===== src/rtl/flp_relu_pkg.sv =====
// Shared definitions for the packed-lane floating-point ReLU pipeline:
// lane-width helpers, packed-lane index functions and the S1 payload struct.
package flp_relu_pkg;

    // Bit width of one IEEE-style lane for the default 8/23 format.
    localparam int LANE_W_DFLT = 32;

    // The S1 payload is sized for the largest supported beat. The top only
    // ever writes the low LANES*W value bits and EWIDTH-1 shift bits; the
    // remaining bits stay zero and fall away in synthesis.
    localparam int PAY_V_MAX = 2048;
    localparam int PAY_E_MAX = 16;

    // Width of one lane word: sign + exponent + stored significand.
    function automatic int lane_w(input int ewidth, input int swidth);
        return 1 + ewidth + swidth;
    endfunction

    // Lowest bit of a lane inside a packed vector (lane 0 in the LSBs).
    function automatic int lane_lo(input int lane, input int w);
        return lane * w;
    endfunction

    // Highest bit of a lane inside a packed vector.
    function automatic int lane_hi(input int lane, input int w);
        return lane * w + w - 1;
    endfunction

    typedef struct packed {
        logic [PAY_V_MAX-1:0] v;   // packed lane values
        logic                 l;   // leaky mode
        logic [PAY_E_MAX-1:0] e;   // leaky shift
    } s1_pay_t;

endpackage


===== src/rtl/flp_relu_lane.sv =====
// One lane of the floating-point ReLU / leaky ReLU. Purely combinational;
// sits between the S1 and S2 registers of flp_relu_pipe.
module flp_relu_lane
    import flp_relu_pkg::*;
#(
    parameter int EWIDTH = 8,
    parameter int SWIDTH = 23
) (
    input  logic [EWIDTH+SWIDTH:0] x,
    input  logic                   leaky,
    input  logic [EWIDTH-2:0]      shift,
    output logic [EWIDTH+SWIDTH:0] y,
    output logic                   uflow
);

    localparam int W = lane_w(EWIDTH, SWIDTH);

    logic              sgn;
    logic [EWIDTH-1:0] ex;
    logic [SWIDTH-1:0] man;
    logic [EWIDTH-1:0] shift_x;
    logic [EWIDTH-1:0] ex_dec;
    logic              ex_max;
    logic              is_nan;

    assign sgn     = x[W-1];
    assign ex      = x[W-2:SWIDTH];
    assign man     = x[SWIDTH-1:0];
    assign shift_x = {1'b0, shift};
    assign ex_dec  = ex - shift_x;
    assign ex_max  = &ex;
    assign is_nan  = ex_max && (|man);

    // Select the lane result; only negative non-NaN inputs are modified.
    // ex_dec cannot wrap because the flush branch catches ex <= shift first.
    always_comb begin
        y     = x;
        uflow = 1'b0;
        if (sgn && !is_nan) begin
            if (!leaky) begin
                y = '0;
            end else if (shift == '0) begin
                y = x;
            end else if (ex_max) begin
                y = x;                       // -Inf stays -Inf
            end else if (ex <= shift_x) begin
                y     = '0;                  // flush-to-zero, covers -0 and denormals
                uflow = 1'b1;
            end else begin
                y = {sgn, ex_dec, man};
            end
        end
    end

endmodule


===== src/rtl/flp_relu_pipe.sv =====
// Two-stage packed-lane floating-point ReLU / leaky ReLU with valid/ready
// handshake on both sides and a synchronous flush.
// Optional feature: define FLP_RELU_PIPE_UFLOW_CNT_EN to add o_uflow_cnt,
// a saturating count of lanes flushed to +0 by the leaky underflow rule.
module flp_relu_pipe
    import flp_relu_pkg::*;
#(
    parameter int EWIDTH = 8,
    parameter int SWIDTH = 23,
    parameter int LANES  = 4
) (
    input  logic                                   clk,
    input  logic                                   nrst,
    input  logic                                   i_vld,
    output logic                                   o_rdy,
    input  logic [LANES*(1+EWIDTH+SWIDTH)-1:0]     i_v,
    input  logic                                   i_l,
    input  logic [EWIDTH-2:0]                      i_e,
    input  logic                                   i_flush,
    output logic                                   o_vld,
    input  logic                                   i_rdy,
    output logic [LANES*(1+EWIDTH+SWIDTH)-1:0]     o_r
`ifdef FLP_RELU_PIPE_UFLOW_CNT_EN
    ,
    output logic [15:0]                            o_uflow_cnt
`endif
);

    localparam int W  = lane_w(EWIDTH, SWIDTH);
    localparam int VW = LANES * W;

    s1_pay_t          pay_in;
    s1_pay_t          pay_p1;
    logic             vld_p1;
    logic             vld_p2;
    logic [VW-1:0]    r_comb;
    logic [VW-1:0]    r_p2;
    logic [LANES-1:0] uf_comb;
    logic             adv1;
    logic             adv2;
    logic             acc;
    logic             unused_pay;

    // S2 moves when empty or handing its beat downstream; S1 moves when
    // empty or when S2 takes its beat. A flush blocks new acceptance.
    assign adv2  = !vld_p2 || i_rdy;
    assign adv1  = !vld_p1 || adv2;
    assign o_rdy = adv1 && !i_flush;
    assign acc   = i_vld && o_rdy;

    // Pack the incoming beat and its mode into the S1 payload.
    always_comb begin
        pay_in                 = '0;
        pay_in.v[VW-1:0]       = i_v;
        pay_in.l               = i_l;
        pay_in.e[EWIDTH-2:0]   = i_e;
    end

    // ---- Stage S1: capture inputs and mode ----
    // S1 valid flag and payload register.
    always_ff @(posedge clk or negedge nrst) begin
        if (!nrst) begin
            vld_p1 <= 1'b0;
            pay_p1 <= '0;
        end else begin
            if (i_flush) begin
                vld_p1 <= 1'b0;
            end else if (adv1) begin
                vld_p1 <= acc;
            end
            if (acc) begin
                pay_p1 <= pay_in;
            end
        end
    end

    // ---- Combinational lane evaluation between S1 and S2 ----
    for (genvar g = 0; g < LANES; g++) begin : g_lane
        flp_relu_lane #(
            .EWIDTH (EWIDTH),
            .SWIDTH (SWIDTH)
        ) u_lane (
            .x     (pay_p1.v[lane_lo(g, W) +: W]),
            .leaky (pay_p1.l),
            .shift (pay_p1.e[EWIDTH-2:0]),
            .y     (r_comb[lane_lo(g, W) +: W]),
            .uflow (uf_comb[g])
        );
    end

    // Payload bits above the configured beat are constant zero.
    assign unused_pay = ^pay_p1;

    // ---- Stage S2: hold results ----
    // S2 valid flag and result register; held while stalled.
    always_ff @(posedge clk or negedge nrst) begin
        if (!nrst) begin
            vld_p2 <= 1'b0;
            r_p2   <= '0;
        end else begin
            if (i_flush) begin
                vld_p2 <= 1'b0;
            end else if (adv2) begin
                vld_p2 <= vld_p1;
            end
            if (adv2 && vld_p1) begin
                r_p2 <= r_comb;
            end
        end
    end

    assign o_vld = vld_p2;
    assign o_r   = r_p2;

`ifdef FLP_RELU_PIPE_UFLOW_CNT_EN
    localparam int CW = $clog2(LANES + 1);

    logic [CW-1:0] uf_n_comb;
    logic [CW-1:0] uf_p2;
    logic [15:0]   uf_cnt;

    // Number of set flags in a lane flag vector.
    function automatic logic [CW-1:0] popcount(input logic [LANES-1:0] bits);
        logic [CW-1:0] n;
        n = '0;
        for (int i = 0; i < LANES; i++) begin
            n = n + CW'(bits[i]);
        end
        return n;
    endfunction

    // 16-bit add that sticks at all-ones instead of wrapping.
    function automatic logic [15:0] sat_add16(input logic [15:0] a, input logic [CW-1:0] b);
        logic [16:0] s;
        s = {1'b0, a} + 17'(b);
        return s[16] ? 16'hFFFF : s[15:0];
    endfunction

    assign uf_n_comb = popcount(uf_comb);

    // Per-beat underflow lane count travelling with the S2 result.
    always_ff @(posedge clk or negedge nrst) begin
        if (!nrst) begin
            uf_p2 <= '0;
        end else if (adv2 && vld_p1) begin
            uf_p2 <= uf_n_comb;
        end
    end

    // Accumulate underflow lanes of beats actually handed downstream.
    always_ff @(posedge clk or negedge nrst) begin
        if (!nrst) begin
            uf_cnt <= '0;
        end else if (i_flush) begin
            uf_cnt <= '0;
        end else if (vld_p2 && i_rdy) begin
            uf_cnt <= sat_add16(uf_cnt, uf_p2);
        end
    end

    assign o_uflow_cnt = uf_cnt;
`else
    logic unused_uf;
    assign unused_uf = ^uf_comb;
`endif

endmodule


===== config.mk =====
export PLATFORM = sky130hd
export DESIGN_NAME = flp_relu_pipe
export DESIGN_NICKNAME = d
export VERILOG_FILES = /design/src/rtl/flp_relu_pkg.sv /design/src/rtl/flp_relu_lane.sv /design/src/rtl/flp_relu_pipe.sv
export SDC_FILE = /design/constraint.sdc
export NUM_CORES = 1
export LEC_CHECK = 0
export CAP_MARGIN = 10
export CORE_MARGIN = 4
export CORE_UTILIZATION = 40
export DETAILED_ROUTE_END_ITERATION = 10
export GPL_TIMING_DRIVEN = 0
export PLACE_DENSITY = 0.64
export SYNTH_ARGS = -nofsm -noshare
export SYNTH_HDL_FRONTEND = slang
export SYNTH_SLANG_ARGS = --single-unit

===== constraint.sdc =====
create_clock -name clk -period 3.4 [get_ports clk]
set_input_delay 0.68 -clock clk [delete_from_list [all_inputs] [get_ports clk]]
set_output_delay 0.68 -clock clk [all_outputs]
set_load 0.01 [all_outputs]

==> results of run 1 <==
cell type report:
| type | instances | share of cell area |
|---|---|---|
| tap | 390 | 0.0294 |
| sequential | 266 | 0.401 |
| timing repair buffer | 280 | 0.170 |
| buffer | 56 | 0.0148 |
| clock inverter | 14 | 0.0153 |
| multi-input combinational | 788 | 0.313 |
| inverter | 23 | 0.00542 |
| clock buffer | 40 | 0.0516 |
worst max-delay path: stages, from the launching register on:
cell and delay, ns:
dfrtp_1 0.46, clkinvlp_4 0.24, fa_1 0.50, a21o_1 0.20, a221oi_2 0.29, o311ai_0 0.27
or3_1 0.45, a21oi_4 0.29, buf_2 0.27, o21ai_0 0.13
Yosys cell counts (all sizes together), types with 2 or more instances:
| cell type | n | area (um2) |
|---|---|---|
| or3 | 3 | 18.8 |
| nor4 | 23 | 159 |
| mux2i | 2 | 20.0 |
| and3 | 3 | 18.8 |
| o211ai | 3 | 22.5 |
| or4 | 3 | 30.0 |
| a31oi | 9 | 56.3 |
| or2 | 3 | 18.8 |
| nand2b | 5 | 31.3 |
| xor2 | 11 | 96.3 |
| clkbuf | 52 | 196 |
| a211o | 4 | 35.0 |
| o21ai | 128 | 641 |
| a22oi | 3 | 22.5 |
| a2bb2oi | 3 | 26.3 |
| nand2 | 242 | 916 |
| nand4b | 2 | 17.5 |
| nor2 | 23 | 86.3 |
| nor2b | 5 | 31.3 |
| a21boi | 5 | 37.5 |
| nand3b | 2 | 15.0 |
| fa | 4 | 80.1 |
| a21oi | 36 | 195 |
| dfrtp | 266 | 6660 |
| o21a | 4 | 30.0 |
| nand3 | 11 | 55.1 |
| o221ai | 3 | 26.3 |
| o22ai | 7 | 43.8 |
| o41ai | 5 | 51.3 |
| nand4 | 17 | 106 |
| o21bai | 2 | 15.0 |
| inv | 23 | 86.3 |
| nor3 | 7 | 35.0 |
| mux2 | 137 | 1540 |
| o311ai | 2 | 17.5 |
| o2111ai | 3 | 26.3 |
| ha | 28 | 350 |
| a21o | 10 | 75.1 |
| and2 | 5 | 31.3 |
| o31ai | 13 | 97.6 |
| xnor2 | 5 | 43.8 |
| buf | 5 | 50.0 |
where the power goes:
group | internal, mW | switching, mW
Clock | 2.28 | 1.31
Combinational | 1.58 | 1.45
Sequential | 3.80 | 0.466
stage by stage:
| stage | TNS (ns) | setup slack (ns) |
|---|---|---|
| detailed placement | -16.30 | -0.274 |
| floorplan | 0 | 0.604 |
| CTS | 0 | 0.0424 |
| global placement | -2679.68 | -10.04 |
| finish | 0 | 0.160 |
| global route | -0.0124 | -0.00972 |
cells by family after synthesis:
kind of cell | Yosys count | share of synthesized area
and+or+nand+nor | 355 | 0.130
DFF | 266 | 0.547
AOI/OAI and AO/OA | 246 | 0.121
muxes | 139 | 0.128
buffers and inverters | 80 | 0.0273
adders and majority gates | 32 | 0.0353
xor gates and xnor gates | 16 | 0.0115
what timing repair did:
action | in CTS | in global routing
pin swaps | 0 | 1
cloned | 0 | 0
buffers inserted | 0 | 8
endpoints found under the setup margin | 61 | 60
resized for setup | 4 | 5
final timing paths:
kind / slack, ns / endpoint / depth (start not counted) / from
worst max-delay path: 0.16 / o_r[100]$_DFFE_PN0P_ / 9 / pay_p1[1]$_DFFE_PN0P_
worst min-delay path: 0.09 / o_r[12]$_DFFE_PN0P_ / 1 / nrst
worst min register to register: 0.47 / o_r[63]$_DFFE_PN0P_ / 2 / o_r[63]$_DFFE_PN0P_
max in group asynchronous: 2.33 / o_r[55]$_DFFE_PN0P_ / 2 / nrst
worst max register to register: 0.16 / o_r[100]$_DFFE_PN0P_ / 9 / pay_p1[1]$_DFFE_PN0P_
min in group clk: 0.47 / o_r[63]$_DFFE_PN0P_ / 2 / o_r[63]$_DFFE_PN0P_
registers in the layout, indices dropped and copies added (netlist names):
signal,count
pay_p1,136
o_vld,1
vld_p1,1
o_r,128
layer usage:
layer | part of all wire | track usage | vias up
met5 | 0 | 0 | -
met4 | 0.026 | 0.0480 | 0
met3 | 0.070 | 0.0546 | 53
met2 | 0.46 | 0.335 | 282
met1 | 0.44 | 0.293 | 4748
li1 | - | - | 4633
==> qor.yml, run 1 <==
global_routing:
  antenna_found_initial: 0
  grt_max_degree: 114
  grt_usage: 0.211
  grt_pass1_vias: 9860
  gr-total-overflow: 0
  grt_pass1_wl_um: 56300
layout:
  mostFrequentLayoutCell: "clkdlybuf4s50_1"
  register_area_um2: 6660
  postLayoutCoreUtil: 0.558
  fin_nets: 1617
  area_growth_pct: 36.5
  final_cell_mix: "clkdlybuf4s50_1, dfrtp_1, nand2_1"
  final_cell_area_um2: 16600
  n_antenna_cell: 0
  finalNonFillerCells: 1857
  drive_gt1_frac: 0.153
  multi_input_area_um2: 5200
  fillers: 2641
sta:
  max_freq_mhz: 309
  report.final.slew_viol_count: 0
  finClkSkew_ns: 0.0120
  whs_ns: 0.0871
  hold_viol: 0
  worstMarginPinSlew_ns: 0.840
  setup_viol: 0
  min_period_over_period: 0.953
  slew_headroom: 0.440
  layout_min_cycle_time_ns: 3.24
power:
  vdd_ir_drop_max_uv: 615
  leakagePower_nw: 7.02
  power_density_nw_per_um2: 655
  p_total_mw: 10.9
critical_path:
  critical_path_class: "reg -> reg"
  cp-start-kind: "register"
  crit_path_end_kind: "register"
  cp.required_ns: 3.82
  crit_path_max_fanout: 10
  cp_data_arrival_time_ns: 3.66
placed_design:
  place.detailed.hpwl_um: 26000
  placed_cells: 1796
  gp_congestion: 0.866
  dpl-instance-area_um2: 15400
  io_buffers: 270
cts:
  clock_sink_count: 266
  clockBufferDepth: 3
  cts_tree: "built"
  cts.htree.levels: 1
  postCtsHoldBufs: 0
  clk_pin_slew_ns: 0.06
  cts_buffers: 29
  clk-insertion-delay-late_ns: 0.55
  cts_root_buf: "clkbuf_16"
synthesis:
  ys_ff_latch: 266
  async_flop_share: 1.00
  yosys_warnings: 0
  synth_fp_nets: 1307
  synth_edf_count: 0
  synth_area_per_cell_um2: 10.7
  synthFlopType: "dfrtp_1"
  postSynthCellCount: 1134
  ys_seq_area_frac: 0.547
  synth.distinct_cells: 59
  synthesis.area_um2: 12200
drt:
  routed_via_density: 5.23
  drt_iter0_drc: 435
  drt-wirelength-per-cell_um: 19.3
  antenna_left: 0
  dr_total_vias: 9716
  drc: 0
  wl_um: 35900
  first_pass_iters: 4
floorplanning:
  core_area_um2: 29800
  die_h_um: 182
  die_x_um: 182
  pin_count: 271
  start_util: 0.409
  fp.dieArea_um2: 33300
  placementRows: 63
min_path:
  hp-class: "in -> async"
status:
  outcome: "complete, no violations"
job:
  cap_violations: 0
Note: power is estimated with default switching activity, not from simulation.
==> inputs of run 2 (changes only) <==
Settings changed: PLACE_DENSITY 0.64 to 0.66, TNS_END_PERCENT set to 10.
Clock period 3.4 ns to 2.9 ns, I/O delays scaled along.
==> run 2 against run 1 <==
Core utilization about the same. Sequential share of layout area hardly changed. Clock power fell by 3%. Final cell count is 0.27% higher. Worst hold slack improved by 0.38 ns. Sequential power is 17% higher. Design area hardly changed. Critical path type unchanged. Critical endpoint is now o_r[122]$_DFFE_PN0P_. Highest routed layer unchanged.
==> qor.yml, run 2 (synthesis results as in run 1) <==
power:
  p_comb_frac: 0.304  # +0.025
  switching_share: 0.306  # +0.00946
  power_density_nw_per_um2: 733  # +12%
  leakagePower_nw: 7.00  # -0.29%
  switching_power_mw: 3.72  # +15%
  pwr-share-seq: 0.411  # +0.020
  vdd_ir_drop_max_uv: 353  # -43%
  pwr-share-clk: 0.285  # -0.045
  power.internal_mw: 8.45  # +10%
placed_design:
  io_buffers: 270  # unchanged
  dpl-instance-area_um2: 15400  # unchanged
  gp_congestion: 0.836  # -3.4%
  place.detailed.hpwl_um: 26000  # +0.10%
floorplanning:
  pin_count: 271  # unchanged
  fp.dieArea_um2: 33300  # unchanged
  start_util: 0.409  # unchanged
  die_x_um: 182  # unchanged
  placementRows: 63  # unchanged
  die_h_um: 182  # unchanged
  core_area_um2: 29800  # unchanged
cts:
  clk-insertion-delay-late_ns: 0.54  # about the same
  cts_tree: "built"
  cts_buffers: 28  # -3.4%
  clockBufferDepth: 3  # unchanged
  clk_pin_slew_ns: 0.07  # about the same
  cts_root_buf: "clkbuf_16"
  cts.htree.levels: 1  # unchanged
  clock_sink_count: 266  # unchanged
drt:
  dr_total_vias: 9779  # +0.65%
  drc: 0  # unchanged
  drt-wirelength-per-cell_um: 19.4  # +0.28%
  drt_iter0_drc: 541  # +24%
  wl_um: 36100  # +0.55%
  first_pass_iters: 5  # +1
  antenna_left: 0  # unchanged
  routed_via_density: 5.25  # +0.38%
layout:
  area_growth_pct: 36.4  # about the same
  mostFrequentLayoutCell: "clkdlybuf4s50_1"
  n_antenna_cell: 0  # unchanged
  largest_reg_flops: 136  # unchanged
  final_cell_area_um2: 16600  # about the same
  largest_register: "pay_p1"
  final_cell_mix: "clkdlybuf4s50_1, dfrtp_1, nand2_1"
  drive_gt1_frac: 0.160  # +0.00695
  fin_nets: 1628  # +0.68%
critical_path:
  cp_data_arrival_time_ns: 3.15  # -0.51 ns
  crit_path_max_fanout: 5  # -5
  crit_path_end_kind: "register"
  ff2ff_path_depth: 11  # +2
  cp.required_ns: 3.29  # -0.53 ns
  cp-start-kind: "register"
  critical_path_class: "reg -> reg"
global_routing:
  grt_usage: 0.211  # +0.000316
  gr-total-overflow: 0  # unchanged
  grt_pass1_vias: 10100  # +2.2%
  antenna_found_initial: 0  # unchanged
  grt_pass1_wl_um: 56300  # about the same
  grt_max_degree: 118  # +3.5%
sta:
  layout_min_cycle_time_ns: 2.76  # -0.479 ns
  worstMarginPinSlew_ns: 0.887  # +0.0474 ns
  max_freq_mhz: 362  # +17%
  slew_headroom: 0.408  # -0.0316
  whs_ns: 0.465  # +0.378 ns
  report.final.slew_viol_count: 0  # unchanged
  finClkSkew_ns: 0.0209  # +0.00884 ns
  hold_viol: 0  # unchanged
  setup_viol: 0  # unchanged
  min_period_over_period: 0.952  # about the same
min_path:
  hold_depth: 2
  hp-class: "reg -> reg"
status:
  outcome: "complete, no violations"
job:
  cap_violations: 0  # unchanged
## run 2: cell count changes in the layout (fill, tap and decap cells not counted), moves of 2 or more
cell        delta
clkinvlp_4     -2
buf_6          +5
clkbuf_1       +3
a21oi_4        +2
buf_4          +8
bufinv_16      -6
clkbuf_8       -3
## run 2: final timing paths
path | start | endpoint | slack (ns)
hold / removal | o_r[63]$_DFFE_PN0P_ | o_r[63]$_DFFE_PN0P_ | 0.47
max in group asynchronous | nrst | pay_p1[95]$_DFFE_PN0P_ | 1.41
hold reg to reg | o_r[63]$_DFFE_PN0P_ | o_r[63]$_DFFE_PN0P_ | 0.47
setup reg to reg | pay_p1[0]$_DFFE_PN0P_ | o_r[122]$_DFFE_PN0P_ | 0.14
setup / recovery | pay_p1[0]$_DFFE_PN0P_ | o_r[122]$_DFFE_PN0P_ | 0.14
min in group asynchronous | nrst | o_r[10]$_DFFE_PN0P_ | 0.54
## run 2: power groups by stage
stage          sequential [mW]  clock (mW)  combinational (mW)
2_1_floorplan             5.14           0                1.63
3_3_place_gp              5.05           0                3.47
3_5_place_dp              5.06           0                3.53
4_1_cts                   5.01        3.56                3.63
5_1_grt                   5.11        3.70                4.06
6_report                  5.00        3.47                3.70
## run 2: worst max-delay path, stage by stage (launching register included)
cell,delay [ns]
dfrtp_2,0.43
ha_2,0.21
inv_1,0.05
fa_2,0.35
a21o_1,0.20
a221oi_2,0.29
o311ai_2,0.14
or3_4,0.42
a21oi_4,0.18
buf_12,0.14
buf_6,0.12
o41ai_1,0.07
## run 2: timing repair
action,in CTS,in global routing
setup endpoints to repair,123,108
setup buffers,10,8
endpoints found under the hold margin,44,0
hold buffers,1,0
pin swaps,2,5
gates cloned,0,1
resized for setup,19,25
## run 2: area by class of cell
class / count / area [um2]
fillers: 2626 / 13200
inverters: 23 / 90.1
plain buffers: 56 / 279
repair buffers: 292 / 2940
clock buffers: 43 / 838
clock inverters: 4 / 45.0
multi-input cells: 788 / 5270
flip-flops and latches: 266 / 6660
well taps: 390 / 488
## run 2: metal layers
layer / vias to the layer above / GRT usage / wire length [um]
met1: 4800 / 0.287 / 15900
met4: 0 / 0.0399 / 681
met3: 43 / 0.0574 / 2650
li1: 4643 / - / -
met2: 293 / 0.345 / 16900
met5: - / 0 / 0
## run 2: stage by stage
step,power (mW),setup WS [ns],cells,TNS [ns],utilization
2_1_floorplan,6.77,0.104,1134,0,-
3_3_place_gp,8.52,-10.40,1794,-2835.26,0.516
3_5_place_dp,8.60,-0.718,1796,-86.22,0.518
4_1_cts,12.2,0.0311,1853,0,0.552
5_1_grt,12.9,-0.00861,1862,-0.0125,0.557
6_report,12.2,0.139,1862,0,0.557
